[src/rtl/fma_issue_sched_pkg.sv]
// rtl/fma_issue_sched_pkg.sv - shared widths, scheduler state encoding and operand classification
package fma_issue_sched_pkg;

    localparam int DEF_WIDTH     = 32;
    localparam int DEF_EXP_WIDTH = 8;
    localparam int DEF_SIG_WIDTH = 23;
    localparam int DEF_TAG_WIDTH = 4;

    typedef enum logic [1:0] {
        ST_IDLE  = 2'd0,
        ST_NORM  = 2'd1,
        ST_WAIT  = 2'd2,
        ST_ISSUE = 2'd3
    } sched_state_t;

    // Zero exponent with a nonzero fraction; zeros, Inf and NaN are not flagged.
    function automatic logic is_subnormal(input logic [63:0] word, input int exp_w, input int sig_w);
        logic [63:0] frac_mask;
        logic [63:0] exp_mask;
        frac_mask = (64'd1 << sig_w) - 64'd1;
        exp_mask  = ((64'd1 << exp_w) - 64'd1) << sig_w;
        return ((word & exp_mask) == 64'd0) && ((word & frac_mask) != 64'd0);
    endfunction

endpackage

[src/rtl/fma_res_fifo.sv]
// rtl/fma_res_fifo.sv - first-word-fall-through result FIFO with occupancy count
module fma_res_fifo #(
    parameter int DATA_WIDTH = 36,
    parameter int DEPTH      = 4
) (
    input  logic                    clk,
    input  logic                    rst,
    input  logic                    push,
    input  logic [DATA_WIDTH-1:0]   wdata,
    input  logic                    pop,
    output logic [DATA_WIDTH-1:0]   rdata,
    output logic [$clog2(DEPTH):0]  count
);

    localparam int PTR_W = (DEPTH > 1) ? $clog2(DEPTH) : 1;
    localparam int CNT_W = $clog2(DEPTH) + 1;

    logic [DATA_WIDTH-1:0] mem [DEPTH];
    logic [PTR_W-1:0]      wr_ptr;
    logic [PTR_W-1:0]      rd_ptr;

    function automatic logic [PTR_W-1:0] ptr_inc(input logic [PTR_W-1:0] p);
        return (p == PTR_W'(DEPTH - 1)) ? '0 : p + PTR_W'(1);
    endfunction

    assign rdata = mem[rd_ptr];

    // Push while full is legal only together with a pop; the scheduler's credit enforces it.
    always_ff @(posedge clk) begin
        if (rst) begin
            wr_ptr <= '0;
            rd_ptr <= '0;
            count  <= '0;
        end else begin
            if (push) begin
                mem[wr_ptr] <= wdata;
                wr_ptr      <= ptr_inc(wr_ptr);
            end
            if (pop) begin
                rd_ptr <= ptr_inc(rd_ptr);
            end
            case ({push, pop})
                2'b10:   count <= count + CNT_W'(1);
                2'b01:   count <= count - CNT_W'(1);
                default: count <= count;
            endcase
        end
    end

endmodule

[src/rtl/fma_issue_sched.sv]
// rtl/fma_issue_sched.sv - FMA front-end: operand capture, pre-normalisation slot, credit-gated issue, tagged results
module fma_issue_sched
    import fma_issue_sched_pkg::*;
#(
    parameter int WIDTH      = DEF_WIDTH,
    parameter int EXP_WIDTH  = DEF_EXP_WIDTH,
    parameter int SIG_WIDTH  = DEF_SIG_WIDTH,
    parameter int TAG_WIDTH  = DEF_TAG_WIDTH,
    parameter int PIPE_DEPTH = 4,
    parameter int FIFO_DEPTH = 4
) (
    input  logic                 clk,
    input  logic                 rst,
    input  logic                 in_valid,
    output logic                 in_ready,
    input  logic [WIDTH-1:0]     in_a,
    input  logic [WIDTH-1:0]     in_b,
    input  logic [WIDTH-1:0]     in_c,
    input  logic [TAG_WIDTH-1:0] in_tag,
    output logic [WIDTH-1:0]     dp_a,
    output logic [WIDTH-1:0]     dp_b,
    output logic [WIDTH-1:0]     dp_c,
    output logic [2:0]           dp_sub_mask,
    output logic                 dp_norm_en,
    output logic                 dp_issue,
    input  logic [WIDTH-1:0]     dp_res,
    output logic                 out_valid,
    input  logic                 out_ready,
    output logic [WIDTH-1:0]     out_res,
    output logic [TAG_WIDTH-1:0] out_tag,
    output logic                 busy
);

    localparam int CNT_W = $clog2(FIFO_DEPTH) + 1;

    sched_state_t               state;
    logic [TAG_WIDTH-1:0]       tag_q;
    logic [2:0]                 in_mask;
    logic [CNT_W-1:0]           outstanding;
    logic [CNT_W-1:0]           fifo_count;
    logic                       has_credit;
    logic                       pop;
    logic [PIPE_DEPTH-1:0]      pipe_valid;
    logic [TAG_WIDTH-1:0]       pipe_tag [PIPE_DEPTH];
    logic [WIDTH+TAG_WIDTH-1:0] fifo_rdata;

    assign in_mask = {is_subnormal(64'(in_a), EXP_WIDTH, SIG_WIDTH),
                      is_subnormal(64'(in_b), EXP_WIDTH, SIG_WIDTH),
                      is_subnormal(64'(in_c), EXP_WIDTH, SIG_WIDTH)};

    // Outstanding counts ops in flight plus results buffered, so credit is FIFO_DEPTH minus it.
    assign has_credit = outstanding < CNT_W'(FIFO_DEPTH);
    assign in_ready   = (state == ST_IDLE) && !rst;
    assign dp_issue   = ((state == ST_ISSUE) || (state == ST_WAIT)) && has_credit;
    assign pop        = out_valid && out_ready;
    assign out_valid  = (fifo_count != '0);
    assign out_res    = fifo_rdata[WIDTH+TAG_WIDTH-1:TAG_WIDTH];
    assign out_tag    = fifo_rdata[TAG_WIDTH-1:0];
    assign busy       = (state != ST_IDLE) || (outstanding != '0);

    always_ff @(posedge clk) begin
        if (rst) begin
            state       <= ST_IDLE;
            dp_a        <= '0;
            dp_b        <= '0;
            dp_c        <= '0;
            dp_sub_mask <= '0;
            dp_norm_en  <= 1'b0;
            tag_q       <= '0;
        end else begin
            dp_norm_en <= 1'b0;
            case (state)
                ST_IDLE: begin
                    if (in_valid) begin
                        dp_a        <= in_a;
                        dp_b        <= in_b;
                        dp_c        <= in_c;
                        tag_q       <= in_tag;
                        dp_sub_mask <= in_mask;
                        dp_norm_en  <= |in_mask;
                        state       <= (|in_mask) ? ST_NORM : ST_ISSUE;
                    end
                end
                ST_NORM:  state <= ST_ISSUE;
                ST_ISSUE: state <= has_credit ? ST_IDLE : ST_WAIT;
                ST_WAIT:  if (has_credit) state <= ST_IDLE;
                default:  state <= ST_IDLE;
            endcase
        end
    end

    always_ff @(posedge clk) begin
        if (rst) begin
            outstanding <= '0;
        end else begin
            case ({dp_issue, pop})
                2'b10:   outstanding <= outstanding + CNT_W'(1);
                2'b01:   outstanding <= outstanding - CNT_W'(1);
                default: outstanding <= outstanding;
            endcase
        end
    end

    // Tag pipe mirrors the datapath latency; clearing the valids drops results of ops issued before reset.
    always_ff @(posedge clk) begin
        if (rst) begin
            pipe_valid <= '0;
        end else begin
            pipe_valid[0] <= dp_issue;
            for (int i = 1; i < PIPE_DEPTH; i++) begin
                pipe_valid[i] <= pipe_valid[i-1];
            end
        end
        pipe_tag[0] <= tag_q;
        for (int i = 1; i < PIPE_DEPTH; i++) begin
            pipe_tag[i] <= pipe_tag[i-1];
        end
    end

    fma_res_fifo #(
        .DATA_WIDTH (WIDTH + TAG_WIDTH),
        .DEPTH      (FIFO_DEPTH)
    ) u_res_fifo (
        .clk   (clk),
        .rst   (rst),
        .push  (pipe_valid[PIPE_DEPTH-1]),
        .wdata ({dp_res, pipe_tag[PIPE_DEPTH-1]}),
        .pop   (pop),
        .rdata (fifo_rdata),
        .count (fifo_count)
    );

endmodule

[config.mk]
export PLATFORM = sky130hd
export DESIGN_NAME = fma_issue_sched
export DESIGN_NICKNAME = d
export VERILOG_FILES = /design/src/rtl/fma_issue_sched_pkg.sv /design/src/rtl/fma_res_fifo.sv /design/src/rtl/fma_issue_sched.sv
export SDC_FILE = /design/constraint.sdc
export NUM_CORES = 1
export LEC_CHECK = 0
export CAP_MARGIN = 20
export CORE_ASPECT_RATIO = 1.5
export CORE_MARGIN = 3
export CORE_UTILIZATION = 50
export CTS_CLUSTER_DIAMETER = 200
export DETAILED_ROUTE_END_ITERATION = 6
export PLACE_DENSITY = 0.94
export SLEW_MARGIN = 20
export SYNTH_ARGS = -nofsm -noshare
export SYNTH_HDL_FRONTEND = slang
export SYNTH_SLANG_ARGS = --single-unit
[constraint.sdc]
create_clock -name clk -period 4 [get_ports clk]
set_clock_uncertainty 0.1 [all_clocks]
set_input_delay 0.4 -clock clk [delete_from_list [all_inputs] [get_ports clk]]
set_output_delay 0.4 -clock clk [all_outputs]
set_load 0.02 [all_outputs]
==> results of run 1 <==
[registers in the layout, summed over array words and instances (netlist names), named ones only]
signal	cells
dp_sub_mask	3
tag_q	4
dp_a	32
dp_b	32
u_res_fifo.rd_ptr	2
u_res_fifo.mem	144
dp_c	32
u_res_fifo.wr_ptr	2
dp_norm_en	1
state	2
u_res_fifo.count	3
pipe_tag	16
outstanding	3
pipe_valid	4
[cell type report]
class                           instances  area share (%)
Clock buffer                           30           4.853
Clock inverter                         16           1.513
Antenna cell                            1         0.01801
Multi-Input combinational cell        440           19.84
Timing Repair Buffer                  278           20.13
Inverter                               12          0.3241
Sequential cell                       282           51.02
Tap cell                              256           2.305
[final timing paths]
path              depth (start not counted)             endpoint  slack [ps]
setup / recovery                          2          out_res[12]         980
hold / removal                            2  u_res_fifo.count[2]         100
setup reg to reg                          9       outstanding[2]        1780
hold reg to reg                           0       pipe_tag[3][2]         230
[per-layer routing]
metal	GRT usage (%)	wire length (microns)
met1	24.55	8690
met2	41.30	13610
met3	7.547	2473
met4	12.20	1363
met5	0	0
[Yosys cell counts]
| library cell | count |
|---|---|
| nand2b_1 | 1 |
| o21ai_0 | 2 |
| xor2_1 | 4 |
| nor4_2 | 1 |
| nor3_1 | 11 |
| and2_1 | 4 |
| nor3_2 | 1 |
| nor4_4 | 1 |
| o41a_1 | 1 |
| dfxtp_1 | 138 |
| nor2b_1 | 3 |
| inv_1 | 12 |
| mux2i_1 | 1 |
| nor2_1 | 13 |
| ha_1 | 7 |
| a21oi_1 | 110 |
| a31oi_1 | 3 |
| buf_2 | 18 |
| nand2_1 | 214 |
| clkbuf_1 | 24 |
| nor4_1 | 19 |
| or3_1 | 3 |
| edfxtp_1 | 144 |
| fa_1 | 2 |
| and4_1 | 3 |
| buf_1 | 2 |
| mux4_2 | 36 |
[cell families after synthesis]
kind of cell,share of synthesized area [%]
xor gates and xnor gates,0.3483
muxes,8.160
DFF,70.46
buffers and inverters,2.314
and+or+nand+nor,11.58
adders and majority gates,1.269
AOI/OAI and AO/OA,5.871
[metrics by stage]
stage	cell area [sq um]	utilization [%]	hold slack, ps	std cells	power (uW)
finish	13900	71.37	99.72	1315	6439
global route	13900	71.37	100.1	1315	6642
CTS	13890	71.35	87.46	1314	6481
detailed placement	13010	66.81	212.1	1268	3937
global placement	13010	66.81	210.9	1268	3918
floorplan	10060	-	209.6	778	3547
[where the power goes]
| group | total [uW] | internal [uW] | switching (uW) |
|---|---|---|---|
| clock network | 2550 | 1530 | 1030 |
| logic | 706 | 334 | 373 |
| registers | 3180 | 3130 | 53.2 |
==> impl_metrics.ini, run 1 <==
[drt]
wl_mm = 26.14
drt_iter0_markers = 349
drtPass1Iterations = 4
vias = 7144
antenna_left = 0
viasPerCell = 5.433
wl_per_cell_microns = 19.88
drc = 0

[worst_hold_path]
hold_path_class = input pin to register
min_from = rst

[sta]
post-route-min-period_ps = 3024
setup_ws_ps = 975.7
rsz0062_at_grt = false
fmax_mhz = 330.7
max_slew_margin_pct = 27.74
finalCritPeriodShare_pct = 75.61
hold_violations = 0
fin_setup_tns_ps = 0
slew_violations = 0
worst_slew_pin_slew_ps = 1084
setup_viol = 0

[setup_path]
end_kind = primary output
worst_setup_path_start_kind = register
worstPathRequired_ps = 3500
regToRegStartpoint = u_res_fifo.count[0]
crit_fanout = 36
critPathSlowestCell = dfxtp_2
path_cells = mux4_2, clkdlybuf4s50_1
path_delay_family = flip-flops
crit_type = register to primary output
arrival_ps = 2520
cp_num_buf_inv = 1
cpPeakStageDelay_ps = 950

[grt]
grt_use_total_pct = 23.45
grt_max_degree = 105
grt_pass1_wl_mm = 39.83
grt_pass1_vias = 7607
antenna_found_initial = 1
gr-total-overflow = 0

[finish]
syn_to_final_growth_pct = 38.15
fill_cells = 1201
drive_above_1_share_pct = 8.696
multi_input_area_sq_um = 2756
nets = 1184
final_common_cell = clkdlybuf4s50_1
register_area_sq_um = 7089
layout_common_cells = 274 x clkdlybuf4s50_1, 213 x nand2_1, 144 x edfxtp_1

[clocking]
clock_path_buffers = 3
cts.htree.levels = 1
worst_skew_pair.late_latency_ps = 520
post_cts_buffers = 0
cts.sinks = 282
cts_tree = built
clk_pin_slew_ps = 70
ctsResizeCount = 0
ctsHoldBuffers = 0
cts_buffers = 25
cts-root-buf = clkbuf_16

[floorplan]
die_height_microns = 179.7
initial_core_util_pct = 51.66
chipWidth_microns = 121.8
core_sq_um = 19470
num_io_pins = 276
row_count = 62
dieArea_sq_um = 21890

[flow_run]
drv_cap = 0

[place]
dp_hpwl_mm = 17.40
gp_congestion = 0.7770
port_buffers = 275
post-place-ws_ps = 1387

[yosys]
synth_area_sq_um = 10060
synth_cells = 778
ys_seq_area_share_pct = 70.46
ys_seq_elements = 282
synthTopCellsByArea = edfxtp_1 43%, dfxtp_1 27%, mux4_2 8.1%
yosysUniqueCellTypes = 27
avgSynthCellArea_sq_um = 12.93
ys_warn_count = 0
synth_nets = 923
yosysTopAreaCellShare_pct = 42.99
yosys.area.top_type = edfxtp_1

[power]
p_per_area_nw_per_um2 = 463.4
ir_worst_vdd_uv = 369.3
p_leak_uw = 0.004687

[run_status]
status = finished clean
Power figures use the tool's default switching activity.
==> run 2: changes to the inputs <==
--- a/config.mk
+++ b/config.mk
@@ -8,10 +8,10 @@
 export CAP_MARGIN = 20
 export CORE_ASPECT_RATIO = 1.5
 export CORE_MARGIN = 3
-export CORE_UTILIZATION = 50
+export CORE_UTILIZATION = 48
 export CTS_CLUSTER_DIAMETER = 200
 export DETAILED_ROUTE_END_ITERATION = 6
-export PLACE_DENSITY = 0.94
+export PLACE_DENSITY = 0.91
 export SLEW_MARGIN = 20
 export SYNTH_ARGS = -nofsm -noshare
 export SYNTH_HDL_FRONTEND = slang
==> constraint.sdc (replaced) <==
create_clock -name clk -period 3.1 [get_ports clk]
set_clock_uncertainty 0.1 [all_clocks]
set_input_delay 0.31 -clock clk [delete_from_list [all_inputs] [get_ports clk]]
set_output_delay 0.31 -clock clk [all_outputs]
set_load 0.02 [all_outputs]
==> run 2 against run 1 <==
  * Clock power grew 17%
  * Wire length shrank 0.77%
  * Sequential cell count is the same
  * Largest cell class unchanged
  * Non-clock buffer count grew 16
  * Largest power group unchanged
  * Combinational power grew 33%
  * Critical path depth grew 1
  * Sequential power grew 29%
  * Critical path type unchanged
  * Total power grew 25%
  * Via count grew 0.32%
==> impl_metrics.ini, run 2 (synthesis gave the netlist of run 1 again) <==
[run_status]
status = finished clean

[place]
port_buffers = 275
dp_hpwl_mm = 18.08
post-place-ws_ps = 671.6
gp_congestion = 0.8138

[floorplan]
chipWidth_microns = 124.2
num_io_pins = 276
row_count = 64
dieArea_sq_um = 22760
initial_core_util_pct = 49.07
core_sq_um = 20500
die_height_microns = 183.3

[setup_path]
reg2regPathDepth = 9
path_cells = buf_12, mux4_2, clkdlybuf4s50_1
path_delay_family = buffers and inverters
crit_fanout = 36
cp_num_buf_inv = 2
crit_type = register to primary output
critPathSlowestCell = clkdlybuf4s50_1
worst_setup_path_start_kind = register
arrival_ps = 2310
worstPathRequired_ps = 2690
regToRegStartpoint = u_res_fifo.count[0]
cpPeakStageDelay_ps = 580
timing.rr.end = outstanding[2]
rrSetupSlack_ps = 960
end_kind = primary output

[sta]
rsz0062_at_grt = false
slew_violations = 0
finalCritPeriodShare_pct = 87.70
whs_ps = 215.0
fmax_mhz = 367.8
setup_ws_ps = 381.2
worst_slew_pin_slew_ps = 863.5
hold_violations = 0
post-route-min-period_ps = 2719
setup_viol = 0
fin_setup_tns_ps = 0
max_slew_margin_pct = 42.44

[finish]
drive_above_1_share_pct = 10.25
largest-register = u_res_fifo.mem
syn_to_final_growth_pct = 39.04
finalCoreUtilization_pct = 68.22
nets = 1200
largest_register_ffs = 144
final_common_cell = clkdlybuf4s50_1
layout_common_cells = 274 x clkdlybuf4s50_1, 213 x nand2_1, 144 x edfxtp_1

[grt]
grt_pass1_wl_mm = 39.72
antenna_found_initial = 3
grt_use_total_pct = 22.57
gr-total-overflow = 0
grt_max_degree = 82
grt_pass1_vias = 7530

[clocking]
worst_skew_pair.late_latency_ps = 510
ctsResizeCount = 0
clock_path_buffers = 3
ctsHoldBuffers = 0
cts.sinks = 282
post_cts_buffers = 0
cts-root-buf = clkbuf_16
cts_buffers = 25
cts_tree = built
cts.htree.levels = 1
clk_pin_slew_ps = 70

[worst_hold_path]
hold_path_class = register to register
min_from = pipe_tag[2][3]
whs_path_depth = 0
hold_end = pipe_tag[3][3]

[power]
seq_power_share_pct = 51.0
p_per_area_nw_per_um2 = 574.1
p_switching_uw = 1878
p_int_uw = 6150
ir_worst_vdd_uv = 541.9
power_uw = 8029
p_sw_share_pct = 23.40
comb_power_share_pct = 11.7
clkPwrFrac_pct = 37.3
p_leak_uw = 0.004736

[drt]
antenna_left = 0
wl_per_cell_microns = 19.38
drt_iter0_markers = 320
drtPass1Iterations = 4
vias = 7167
wl_mm = 25.93
viasPerCell = 5.357
drc = 0

[flow_run]
drv_cap = 0
==> run 2: changes by cell type in the layout (fill, tap and decap cells not counted), sizes merged <==
cell,delta
inv,+2
clkinvlp,+3
clkbuf,-4
buf,+16
bufinv,-3
clkinv,+1
==> run 2: power by group through the flow <==
stage | Combinational [uW] | Sequential [uW] | Clock [uW]
global placement | 916 | 4170 | 0
global route | 1010 | 4110 | 3210
finish | 939 | 4100 | 2990
floorplan | 301 | 4280 | 0
detailed placement | 934 | 4180 | 0
CTS | 946 | 4100 | 3070
==> run 2: layout make-up <==
class                           instances  area (sq um)
Inverter                               12         45.04
Fill cell                            1413          6515
Multi-Input combinational cell        440          2756
Tap cell                              264         330.3
Clock inverter                         19         176.4
Clock buffer                           26         629.4
Timing Repair Buffer                  294          2955
Antenna cell                            1         2.502
Sequential cell                       282          7089
==> run 2: metrics by stage <==
step                std cells  area, sq um
floorplan                 778        10060
global placement         1292        13180
detailed placement       1292        13180
CTS                      1337        13980
global route             1338        13980
finish                   1338        13980
==> run 2: how the worst max path moves through the flow <==
stage                              from                  end  slack, ps  cells past startpoint
detailed placement            out_ready       outstanding[2]        670                      9
global placement                in_a[1]             state[1]        700                      6
CTS                            register          out_res[18]        330                      3
floorplan           u_res_fifo.count[0]  u_res_fifo.count[2]        990                      9
finish                         register          out_res[18]        380                      3
global route                   register          out_res[18]        280                      3
==> run 2: routing by layer <==
metal,wire length (microns),GRT usage [%]
met5,25,0
met4,958,8.772
met3,2238,6.634
met2,13650,40.01
met1,9059,25.20
==> run 3: changes to the inputs <==
--- a/config.mk
+++ b/config.mk
@@ -8,10 +8,10 @@
 export CAP_MARGIN = 20
 export CORE_ASPECT_RATIO = 1.5
 export CORE_MARGIN = 3
-export CORE_UTILIZATION = 48
+export CORE_UTILIZATION = 35
 export CTS_CLUSTER_DIAMETER = 200
 export DETAILED_ROUTE_END_ITERATION = 6
-export PLACE_DENSITY = 0.91
+export PLACE_DENSITY = 0.72
 export SLEW_MARGIN = 20
 export SYNTH_ARGS = -nofsm -noshare
 export SYNTH_HDL_FRONTEND = slang
==> run 3 against run 2 <==
  * Setup slack gained 14 ps
  * Via count shrank 3.7%
  * Die area grew 36%
  * Global-route usage shrank 7.1 points
  * Critical endpoint is now out_tag[1]
  * Final area grew 0.70%
  * Highest routed layer is now met4
  * Wire length shrank 6.0%
  * First-iteration DRC count shrank 22%
  * Maximum frequency grew 0.51%
==> impl_metrics.ini, run 3 (synthesis gave the netlist of run 1 again) <==
[sta]
max_slew_margin_pct = 38.28
fmax_mhz = 369.7
slew_violations = 0
hold_violations = 0
finalCritPeriodShare_pct = 87.26
rsz0062_at_grt = false
setup_viol = 0
fin_setup_tns_ps = 0
post-route-min-period_ps = 2705
worst_slew_pin_slew_ps = 925.7

[setup_path]
end_kind = primary output
path_cells = buf_12, mux4_2, clkdlybuf4s50_1
cp_num_buf_inv = 2
worst_setup_path_start_kind = register
regToRegStartpoint = u_res_fifo.count[0]
critPathSlowestCell = dfxtp_2
reg2regPathDepth = 9
arrival_ps = 2300
path_delay_family = buffers and inverters
cpPeakStageDelay_ps = 620
crit_fanout = 21
worstPathRequired_ps = 2690
crit_type = register to primary output
rrSetupSlack_ps = 910
timing.rr.end = outstanding[2]

[power]
p_int_uw = 6399
comb_power_share_pct = 11.0
seq_power_share_pct = 49.4
ir_worst_vdd_uv = 439.1
p_per_area_nw_per_um2 = 588.3
p_sw_share_pct = 22.77
p_leak_uw = 0.004719
p_switching_uw = 1886
clkPwrFrac_pct = 39.6

[grt]
grt_pass1_wl_mm = 37.76
gr-total-overflow = 0
grt_use_total_pct = 15.47
grt_pass1_vias = 6967
grt_max_degree = 104
antenna_found_initial = 0

[finish]
largest_register_ffs = 144
syn_to_final_growth_pct = 40.01
fill_cells = 2479
layout_common_cells = 274 x clkdlybuf4s50_1, 213 x nand2_1, 144 x edfxtp_1
largest-register = u_res_fifo.mem
diodes = 0
fin_area_sq_um = 14080
finalCoreUtilization_pct = 50.02
final_common_cell = clkdlybuf4s50_1
nets = 1193
drive_above_1_share_pct = 9.287

[flow_run]
drv_cap = 0

[floorplan]
chipWidth_microns = 144.4
core_sq_um = 28150
initial_core_util_pct = 35.73
dieArea_sq_um = 30850
row_count = 75
num_io_pins = 276
die_height_microns = 213.6

[drt]
wl_mm = 24.38
antenna_left = 0
viasPerCell = 4.889
drtPass1Iterations = 4
vias = 6903
drt_iter0_markers = 249
drc = 0
wl_per_cell_microns = 17.26

[clocking]
worst_skew_pair.late_latency_ps = 530
cts.sinks = 282
cts.htree.levels = 1
cts-root-buf = clkbuf_16
cts_buffers = 27
clk_pin_slew_ps = 60
post_cts_buffers = 0
clock_path_buffers = 3
ctsHoldBuffers = 0
cts_tree = built
ctsResizeCount = 0

[place]
gp_congestion = 0.8346
dp_hpwl_mm = 16.49
place_area_sq_um = 13200
port_buffers = 275

[run_status]
status = finished clean

[worst_hold_path]
hold_path_class = input pin to register
min_from = rst
hold_end = dp_c[20]
whs_path_depth = 2
[run 3: power by group through the flow]
stage | Combinational, uW | Clock (uW) | Sequential, uW
after floorplan | 301 | 0 | 4280
after global placement | 912 | 0 | 4170
after detailed placement | 918 | 0 | 4170
after CTS | 923 | 3400 | 4090
after global routing | 987 | 3550 | 4100
final | 909 | 3280 | 4090
[run 3: area by class of cell]
cell class | count | area (sq um) | share of cell area (%)
multi-input cells | 440 | 2756 | 19.57
clock buffers | 31 | 690.7 | 4.904
flip-flops and latches | 282 | 7089 | 50.34
clock inverters | 16 | 192.7 | 1.368
well taps | 346 | 432.9 | 3.074
repair buffers | 285 | 2875 | 20.42
inverters | 12 | 45.04 | 0.3199
[run 3: worst max-delay path by stage]
stage                                     end  slack, ps  depth (start not counted)
final                              out_tag[1]        390                          3
after global routing              out_res[31]        260                          3
after CTS                         out_res[26]        330                          3
after detailed placement       outstanding[2]        640                          9
after global placement         outstanding[2]        700                          9
after floorplan           u_res_fifo.count[2]        990                          9
[run 3: metal layers]
layer  GRT usage, %  wire [microns]  part of all wire [%]
met4          5.600             779                   3.2
met2          27.04           12270                    50
met1          18.08            9505                    39
met5              0               0                     0
met3          4.373            1821                   7.5
[run 3: worst register-to-register path, stage by stage (launching register included)]
cell	delay (ps)
dfxtp_1	370
or3_1	170
nand2_1	120
inv_1	120
ha_1	200
inv_1	60
fa_1	370
xor2_1	150
or3_1	310
a21oi_1	140
[run 3: per-stage QoR]
stage / total power [uW] / setup WS, ps / hold slack (ps) / cells
floorplan: 4576 / 990.1 / 209.6 / 778
global placement: 5081 / 695.8 / 213.9 / 1365
detailed placement: 5093 / 637.1 / 212.1 / 1365
CTS: 8419 / 328.7 / 87.99 / 1412
global route: 8642 / 257.8 / 124.7 / 1412
finish: 8285 / 395.0 / 118.4 / 1412
